File: config.mk
export PLATFORM = sky130hd
export DESIGN_NAME = turbo_deinterleaver
export DESIGN_NICKNAME = d
export VERILOG_FILES = /design/src/rtl/turbo_deinterleaver.sv
export SDC_FILE = /design/constraint.sdc
export NUM_CORES = 1
export LEC_CHECK = 0
export ABC_AREA = 1
export CORE_UTILIZATION = 30
export CTS_CLUSTER_SIZE = 24
export DETAILED_ROUTE_END_ITERATION = 10
export MAX_ROUTING_LAYER = met4
export PLACE_DENSITY = 0.55
export SYNTH_ARGS = -nofsm -noshare
export SYNTH_HDL_FRONTEND = slang
export SYNTH_SLANG_ARGS = --single-unit
File: constraint.sdc
create_clock -name clk_p_i -period 2.4 [get_ports clk_p_i]
set_input_delay 0.24 -clock clk_p_i [delete_from_list [all_inputs] [get_ports clk_p_i]]
set_output_delay 0.24 -clock clk_p_i [all_outputs]
set_load 0.005 [all_outputs]
File: src/rtl/turbo_deinterleaver.sv
// Row/column block de-interleaver: column-major writes, row-major reads, valid/ready on both sides.
// Define DEINT_PINGPONG_EN for a two-bank build in which fill and drain of consecutive blocks overlap.
module turbo_deinterleaver #(
  parameter int DATA_W = 16,
  parameter int ROWS   = 4,
  parameter int COLS   = 8,
  parameter int ADDR_W = 5
) (
  input  logic              clk_p_i,
  input  logic              reset_n_i,
  input  logic              flush_i,
  input  logic              valid_i,
  output logic              ready_o,
  input  logic [DATA_W-1:0] data_i,
  output logic              valid_o,
  input  logic              ready_i,
  output logic [DATA_W-1:0] data_o,
  output logic              last_o
);
  localparam int N = ROWS * COLS;
  localparam logic [ADDR_W-1:0] ROWS_LAST = ADDR_W'(ROWS - 1);
  localparam logic [ADDR_W-1:0] COLS_LAST = ADDR_W'(COLS - 1);
  localparam logic [ADDR_W-1:0] N_LAST    = ADDR_W'(N - 1);
  localparam logic [ADDR_W-1:0] COLS_A    = ADDR_W'(COLS);
  localparam logic [ADDR_W-1:0] ONE       = ADDR_W'(1);
`ifdef DEINT_PINGPONG_EN
  localparam int BANKS = 2;
`else
  localparam int BANKS = 1;
`endif
  localparam int PTR_W = ADDR_W + BANKS - 1;

  logic [ADDR_W-1:0] wr_r_q, wr_r_d, wr_c_q, wr_c_d, rd_a_q, rd_a_d;
  logic [ADDR_W-1:0] wr_addr;
  logic [PTR_W-1:0]  wr_ptr, rd_ptr;
  logic              wr_fire, rd_fire, wr_done, rd_done;
  logic [DATA_W-1:0] mem_q [BANKS*N];

  // Sample k = wr_c*ROWS + wr_r lands at its row-major slot, so reads simply count up.
  assign wr_addr = wr_r_q * COLS_A + wr_c_q;
  assign wr_fire = valid_i && ready_o && !flush_i;
  assign rd_fire = valid_o && ready_i && !flush_i;
  assign wr_done = wr_fire && (wr_r_q == ROWS_LAST) && (wr_c_q == COLS_LAST);
  assign rd_done = rd_fire && (rd_a_q == N_LAST);
  assign last_o  = valid_o && (rd_a_q == N_LAST);
  assign data_o  = valid_o ? mem_q[rd_ptr] : '0;

  // NOTE: every combinational output gets a default first so no path can infer a latch.
  always_comb begin
    wr_r_d = wr_r_q;
    wr_c_d = wr_c_q;
    rd_a_d = rd_a_q;
    if (flush_i) begin
      wr_r_d = '0;
      wr_c_d = '0;
      rd_a_d = '0;
    end else begin
      if (wr_fire) begin
        if (wr_r_q == ROWS_LAST) begin
          wr_r_d = '0;
          wr_c_d = (wr_c_q == COLS_LAST) ? '0 : wr_c_q + ONE;
        end else begin
          wr_r_d = wr_r_q + ONE;
        end
      end
      if (rd_fire) rd_a_d = (rd_a_q == N_LAST) ? '0 : rd_a_q + ONE;
    end
  end

  // NOTE: sequential state uses non-blocking assignments so all registers update together.
  always_ff @(posedge clk_p_i or negedge reset_n_i) begin
    if (!reset_n_i) begin
      wr_r_q <= '0;
      wr_c_q <= '0;
      rd_a_q <= '0;
    end else begin
      wr_r_q <= wr_r_d;
      wr_c_q <= wr_c_d;
      rd_a_q <= rd_a_d;
    end
  end

  // NOTE: the symbol array has no reset; data_o is masked until a full block has been written.
  always_ff @(posedge clk_p_i) begin
    if (wr_fire) mem_q[wr_ptr] <= data_i;
  end

`ifdef DEINT_PINGPONG_EN
  localparam logic [PTR_W-1:0] N_P = PTR_W'(N);

  logic [1:0] full_q, full_d;
  logic       wr_bank_q, wr_bank_d, rd_bank_q, rd_bank_d;

  assign ready_o = !full_q[wr_bank_q];
  assign valid_o = full_q[rd_bank_q];
  assign wr_ptr  = {1'b0, wr_addr} + (wr_bank_q ? N_P : '0);
  assign rd_ptr  = {1'b0, rd_a_q}  + (rd_bank_q ? N_P : '0);

  // A completing write always targets the empty bank and a completing read the full one,
  // so both flag updates can apply on the same edge.
  always_comb begin
    full_d    = full_q;
    wr_bank_d = wr_bank_q;
    rd_bank_d = rd_bank_q;
    if (flush_i) begin
      full_d    = '0;
      wr_bank_d = 1'b0;
      rd_bank_d = 1'b0;
    end else begin
      if (wr_done) begin
        full_d[wr_bank_q] = 1'b1;
        wr_bank_d         = !wr_bank_q;
      end
      if (rd_done) begin
        full_d[rd_bank_q] = 1'b0;
        rd_bank_d         = !rd_bank_q;
      end
    end
  end

  always_ff @(posedge clk_p_i or negedge reset_n_i) begin
    if (!reset_n_i) begin
      full_q    <= '0;
      wr_bank_q <= 1'b0;
      rd_bank_q <= 1'b0;
    end else begin
      full_q    <= full_d;
      wr_bank_q <= wr_bank_d;
      rd_bank_q <= rd_bank_d;
    end
  end
`else
  typedef enum logic {S_FILL, S_DRAIN} state_e;
  state_e state_q, state_d;

  assign ready_o = (state_q == S_FILL);
  assign valid_o = (state_q == S_DRAIN);
  assign wr_ptr  = wr_addr;
  assign rd_ptr  = rd_a_q;

  always_comb begin
    state_d = state_q;
    case (state_q)
      S_FILL:  if (wr_done) state_d = S_DRAIN;
      S_DRAIN: if (rd_done) state_d = S_FILL;
      default: state_d = S_FILL;
    endcase
    if (flush_i) state_d = S_FILL;
  end

  always_ff @(posedge clk_p_i or negedge reset_n_i) begin
    if (!reset_n_i) state_q <= S_FILL;
    else            state_q <= state_d;
  end
`endif

endmodule

==> impl_metrics.prom <==
# TYPE chip_impl_metric gauge
chip_impl_metric{name="count_of_mapped_cells_out_of_synthesis",unit=""} 1900
chip_impl_metric{name="power_per_cell_area",unit="nW/µm²"} 716
chip_impl_metric{name="fmaxAchievable",unit="GHz"} 0.315
chip_impl_metric{name="cts_h_tree_depth",unit=""} 2
chip_impl_info{name="hold_path_class",value="primary input to flop"} 1
chip_impl_metric{name="antenna_violations_before_repair",unit=""} 1
chip_impl_metric{name="worstSkewPairLatency",unit="ns"} 0.62
chip_impl_metric{name="path_max_fanout",unit=""} 30
chip_impl_metric{name="synth_seq_cells",unit=""} 528
chip_impl_metric{name="die-area",unit="µm²"} 74100
chip_impl_info{name="tritoncts",value="built"} 1
chip_impl_info{name="setup.worst_path.class",value="flop to primary output"} 1
chip_impl_metric{name="routedWlPerCell",unit="µm"} 19.9
chip_impl_metric{name="postSynthNetCount",unit=""} 1929
chip_impl_metric{name="dpl-instance-area",unit="µm²"} 24800
chip_impl_metric{name="post_synthesis_cell_type_count",unit=""} 35
chip_impl_metric{name="clock_buffers_created_by_tritoncts",unit=""} 55
chip_impl_metric{name="multiInputGateArea",unit="µm²"} 5400
chip_impl_metric{name="dr_wl_met2",unit="mm"} 28.7
chip_impl_metric{name="fin_util",unit=""} 0.373
chip_impl_metric{name="worst_slew_pin_slew",unit="ns"} 0.475
chip_impl_info{name="setup_repair_after_global_routing_missed_its_margin",value="true"} 1
chip_impl_metric{name="worstPathBufferInverterCount",unit=""} 4
chip_impl_metric{name="final_antenna_net_count",unit=""} 0
chip_impl_info{name="crit_slowest_cell",value="sky130_fd_sc_hd__dfrtp_4"} 1
chip_impl_metric{name="number_of_search_and_repair_iterations_in_the_first_detailed_routing_pass",unit=""} 5
chip_impl_metric{name="syn-mean-instance-area",unit="µm²"} 11.5
chip_impl_metric{name="drc",unit=""} 0
chip_impl_info{name="violations_in_the_final_reports",value="setup timing"} 1
chip_impl_metric{name="dp_hpwl",unit="mm"} 36.6
chip_impl_metric{name="arrival",unit="ns"} 2.93
chip_impl_info{name="yosys-top-cells-area",value="sky130_fd_sc_hd__edfxtp_1 70%, sky130_fd_sc_hd__nand2_1 11%, sky130_fd_sc_hd__nand3_1 7.9%, sky130_fd_sc_hd__nor2_1 2.6%, sky130_fd_sc_hd__dfrtp_1 1.8%"} 1
chip_impl_metric{name="die_x",unit="µm"} 272
chip_impl_info{name="synth.largest_area_cell",value="sky130_fd_sc_hd__edfxtp_1"} 1
chip_impl_metric{name="hold-worst-slack",unit="ns"} 0.399
chip_impl_metric{name="core_area",unit="µm²"} 71900
chip_impl_metric{name="clock_tree_skew_after_final_layout",unit="ns"} 0.0236
chip_impl_metric{name="grt.total_usage",unit=""} 0.168
chip_impl_metric{name="global_route.overflow_total",unit=""} 0
chip_impl_metric{name="detail_route.wirelength",unit="mm"} 60.5
chip_impl_metric{name="nFillCells",unit=""} 6960
chip_impl_metric{name="cap_violations",unit=""} 0
chip_impl_metric{name="dr_wl_met3",unit="mm"} 3.66
chip_impl_info{name="commonest_non_fill_non_tap_cell_in_the_layout",value="sky130_fd_sc_hd__nand2_1"} 1
chip_impl_metric{name="area_growth",unit="%"} 22.2
chip_impl_metric{name="finalSetupViolCount",unit=""} 17
chip_impl_metric{name="initial_core_util",unit=""} 0.305
chip_impl_metric{name="final.setup.worst_slack",unit="ns"} -0.774
chip_impl_metric{name="grt_max_degree",unit=""} 49
chip_impl_metric{name="vias_per_cell",unit=""} 4.87
chip_impl_metric{name="portBuffers",unit=""} 39
chip_impl_metric{name="grt_first_pass_wirelength",unit="mm"} 91.4
chip_impl_info{name="critical_path.top_delay_family",value="buffers and inverters"} 1
chip_impl_metric{name="clock_tree.buffer_depth",unit=""} 3
chip_impl_metric{name="cp.required",unit="ns"} 2.16
chip_impl_metric{name="max_transition_viols_final",unit=""} 0
chip_impl_metric{name="clkSlewWorstSetupHoldPaths",unit="ns"} 0.07
chip_impl_metric{name="timing.final.crit_share",unit=""} 1.32
chip_impl_metric{name="register_area",unit="µm²"} 15800
chip_impl_info{name="mostFrequentLayoutCells",value="628 x sky130_fd_sc_hd__nand2_1, 512 x sky130_fd_sc_hd__edfxtp_1, 344 x sky130_fd_sc_hd__nand3_1"} 1
chip_impl_metric{name="finalNetCount",unit=""} 2078
chip_impl_metric{name="vdd_ir_drop_max",unit="V"} 0.000565
chip_impl_info{name="ctsRootBufferMaster",value="sky130_fd_sc_hd__clkbuf_16"} 1
chip_impl_info{name="startpoint_type",value="flop"} 1
chip_impl_metric{name="layout.cell_area.non_filler",unit="µm²"} 26800
chip_impl_metric{name="final_layout_size_suffix_gt1_frac",unit=""} 0.138
chip_impl_info{name="highest_layer",value="met4"} 1
chip_impl_metric{name="die_h",unit="µm"} 272
chip_impl_metric{name="max_slew_margin",unit=""} 0.683
chip_impl_metric{name="global_placement_routability_congestion",unit=""} 0.860
chip_impl_info{name="worstPathCellList",value="clkinv_8 > buf_16 > nand2_1 > nand3_1 > nand3_1 > nand2_1 > nand2_1 > nand3_1 > nand2_1 > nor2_1 > buf_4 > clkdlybuf4s50_1"} 1
chip_impl_metric{name="critical-path-max-stage-delay",unit="ns"} 0.54
chip_impl_metric{name="yosysWarningCount",unit=""} 0
chip_impl_metric{name="floorplan.io_pins",unit=""} 40
chip_impl_metric{name="power_leakage",unit="nW"} 9.69
chip_impl_metric{name="hold_violations",unit=""} 0
chip_impl_info{name="crit_path_frequent_cell",value="sky130_fd_sc_hd__nand2_1"} 1
chip_impl_metric{name="seq_area_frac_synth",unit=""} 0.720
chip_impl_info{name="run_status",value="finished, violations left"} 1
chip_impl_metric{name="grt_pass1_vias",unit=""} 14800
chip_impl_metric{name="route.layer.met1.wl",unit="mm"} 26.7
chip_impl_metric{name="clkSinkCount",unit=""} 528
chip_impl_metric{name="cell_area_after_synthesis",unit="µm²"} 21900
chip_impl_metric{name="standard_cell_rows",unit=""} 98
chip_impl_metric{name="synth_top_area_share",unit=""} 0.702
chip_impl_metric{name="drt_iter0_markers",unit=""} 1323
chip_impl_info{name="critPathCaptureType",value="primary output"} 1
chip_impl_metric{name="via_count_of_the_routed_design",unit=""} 14800
chip_impl_metric{name="p_total",unit="mW"} 19.2
chip_impl_metric{name="period_needed",unit="ns"} 3.17
==> repair_timing <==
item,in CTS,in global routing
cloned,3,2
buffers inserted,1,1
hold buffers,1,0
gates resized for setup,41,23
setup endpoints to repair,17,17
pin swaps,2,2
hold endpoints to repair,16,0
==> Yosys cell counts (all sizes together) <==
| cell | number |
|---|---|
| a21oi | 9 |
| a32o | 1 |
| buf | 98 |
| clkbuf | 15 |
| clkinv | 2 |
| dfrtp | 16 |
| edfxtp | 512 |
| ha | 8 |
| inv | 23 |
| nand2 | 635 |
| nand3 | 346 |
| nand3b | 2 |
| nand4 | 2 |
| nor2 | 155 |
| nor3 | 7 |
| nor4 | 1 |
| o21ai | 60 |
| o2bb2ai | 1 |
| o31ai | 1 |
| or2 | 1 |
| or3 | 1 |
| xor2 | 4 |
==> cell type report <==
class                   count  area share
flip-flops and latches    528       0.590
multi-input cells        1234       0.202
repair buffers            205      0.0968
clock buffers              71      0.0545
well taps                 950      0.0444
clock inverters            31     0.00879
inverters                  25     0.00416
diodes                      1   0.0000935
==> tightest hold or removal path, cell delays in order <==
cell                              delay, ns
sky130_fd_sc_hd__clkdlybuf4s50_1       0.40
sky130_fd_sc_hd__nand2_1               0.11
sky130_fd_sc_hd__nor3_1                0.09
sky130_fd_sc_hd__o2bb2ai_1             0.13
==> routing by layer <==
layer / GRT usage / up-vias
met4: 0.0460 / 0
met2: 0.267 / 433
met3: 0.0257 / 98
met5: - / -
met1: 0.223 / 7406
li1: - / 6901
==> power by group <==
group | total (mW) | internal [mW] | leakage [nW] | switching, mW
clock | 8.13 | 4.60 | 0.828 | 3.54
combinational | 0.742 | 0.209 | 4.05 | 0.533
sequential | 10.3 | 10.3 | 4.82 | 0.0506
total | 19.2 | 15.1 | 9.69 | 4.12
==> stage by stage <==
step | TNS [ns] | setup WS [ns] | std cells
after floorplan | 0 | 0.195 | 1900
after global placement | -2.45 | -0.266 | 2934
after detailed placement | -2.25 | -0.235 | 2934
after CTS | -11.92 | -0.785 | 3041
after global routing | -12.10 | -0.877 | 3044
final | -10.03 | -0.774 | 3045
==> cells by family after synthesis <==
kind of cell / count (synthesis) / synth area share
flip-flops: 528 / 0.720
AO/OA/AOI/OAI: 72 / 0.0171
adder cells (fa/ha/maj): 8 / 0.00457
XOR/XNOR: 4 / 0.00160
AND/OR/NAND/NOR: 1150 / 0.219
buffers and inverters: 138 / 0.0376
==> sequential cells by signal, summed over array words and instances (netlist names) <==
signal / flops
wr_r_q: 5
valid_o: 1
wr_c_q: 5
mem_q: 512
rd_a_q: 5
==> path summary, 6_finish.rpt <==
kind	start	slack [ns]	endpoint	cells after the start
worst max-delay path	rd_a_q[0]$_DFFE_PN0P_	-0.77	data_o[11]	12
worst min-delay path	ready_i	0.40	rd_a_q[3]$_DFFE_PN0P_	4
worst max register to register	wr_c_q[3]$_DFFE_PN0P_	0.10	mem_q[28][4]$_DFFE_PP_	7
worst min register to register	wr_r_q[0]$_DFFE_PN0P_	0.55	wr_r_q[0]$_DFFE_PN0P_	1
max in group asynchronous	reset_n_i	1.67	rd_a_q[1]$_DFFE_PN0P_	3
min in group asynchronous	reset_n_i	0.51	rd_a_q[0]$_DFFE_PN0P_	3
(Power assumes the default switching activity.)
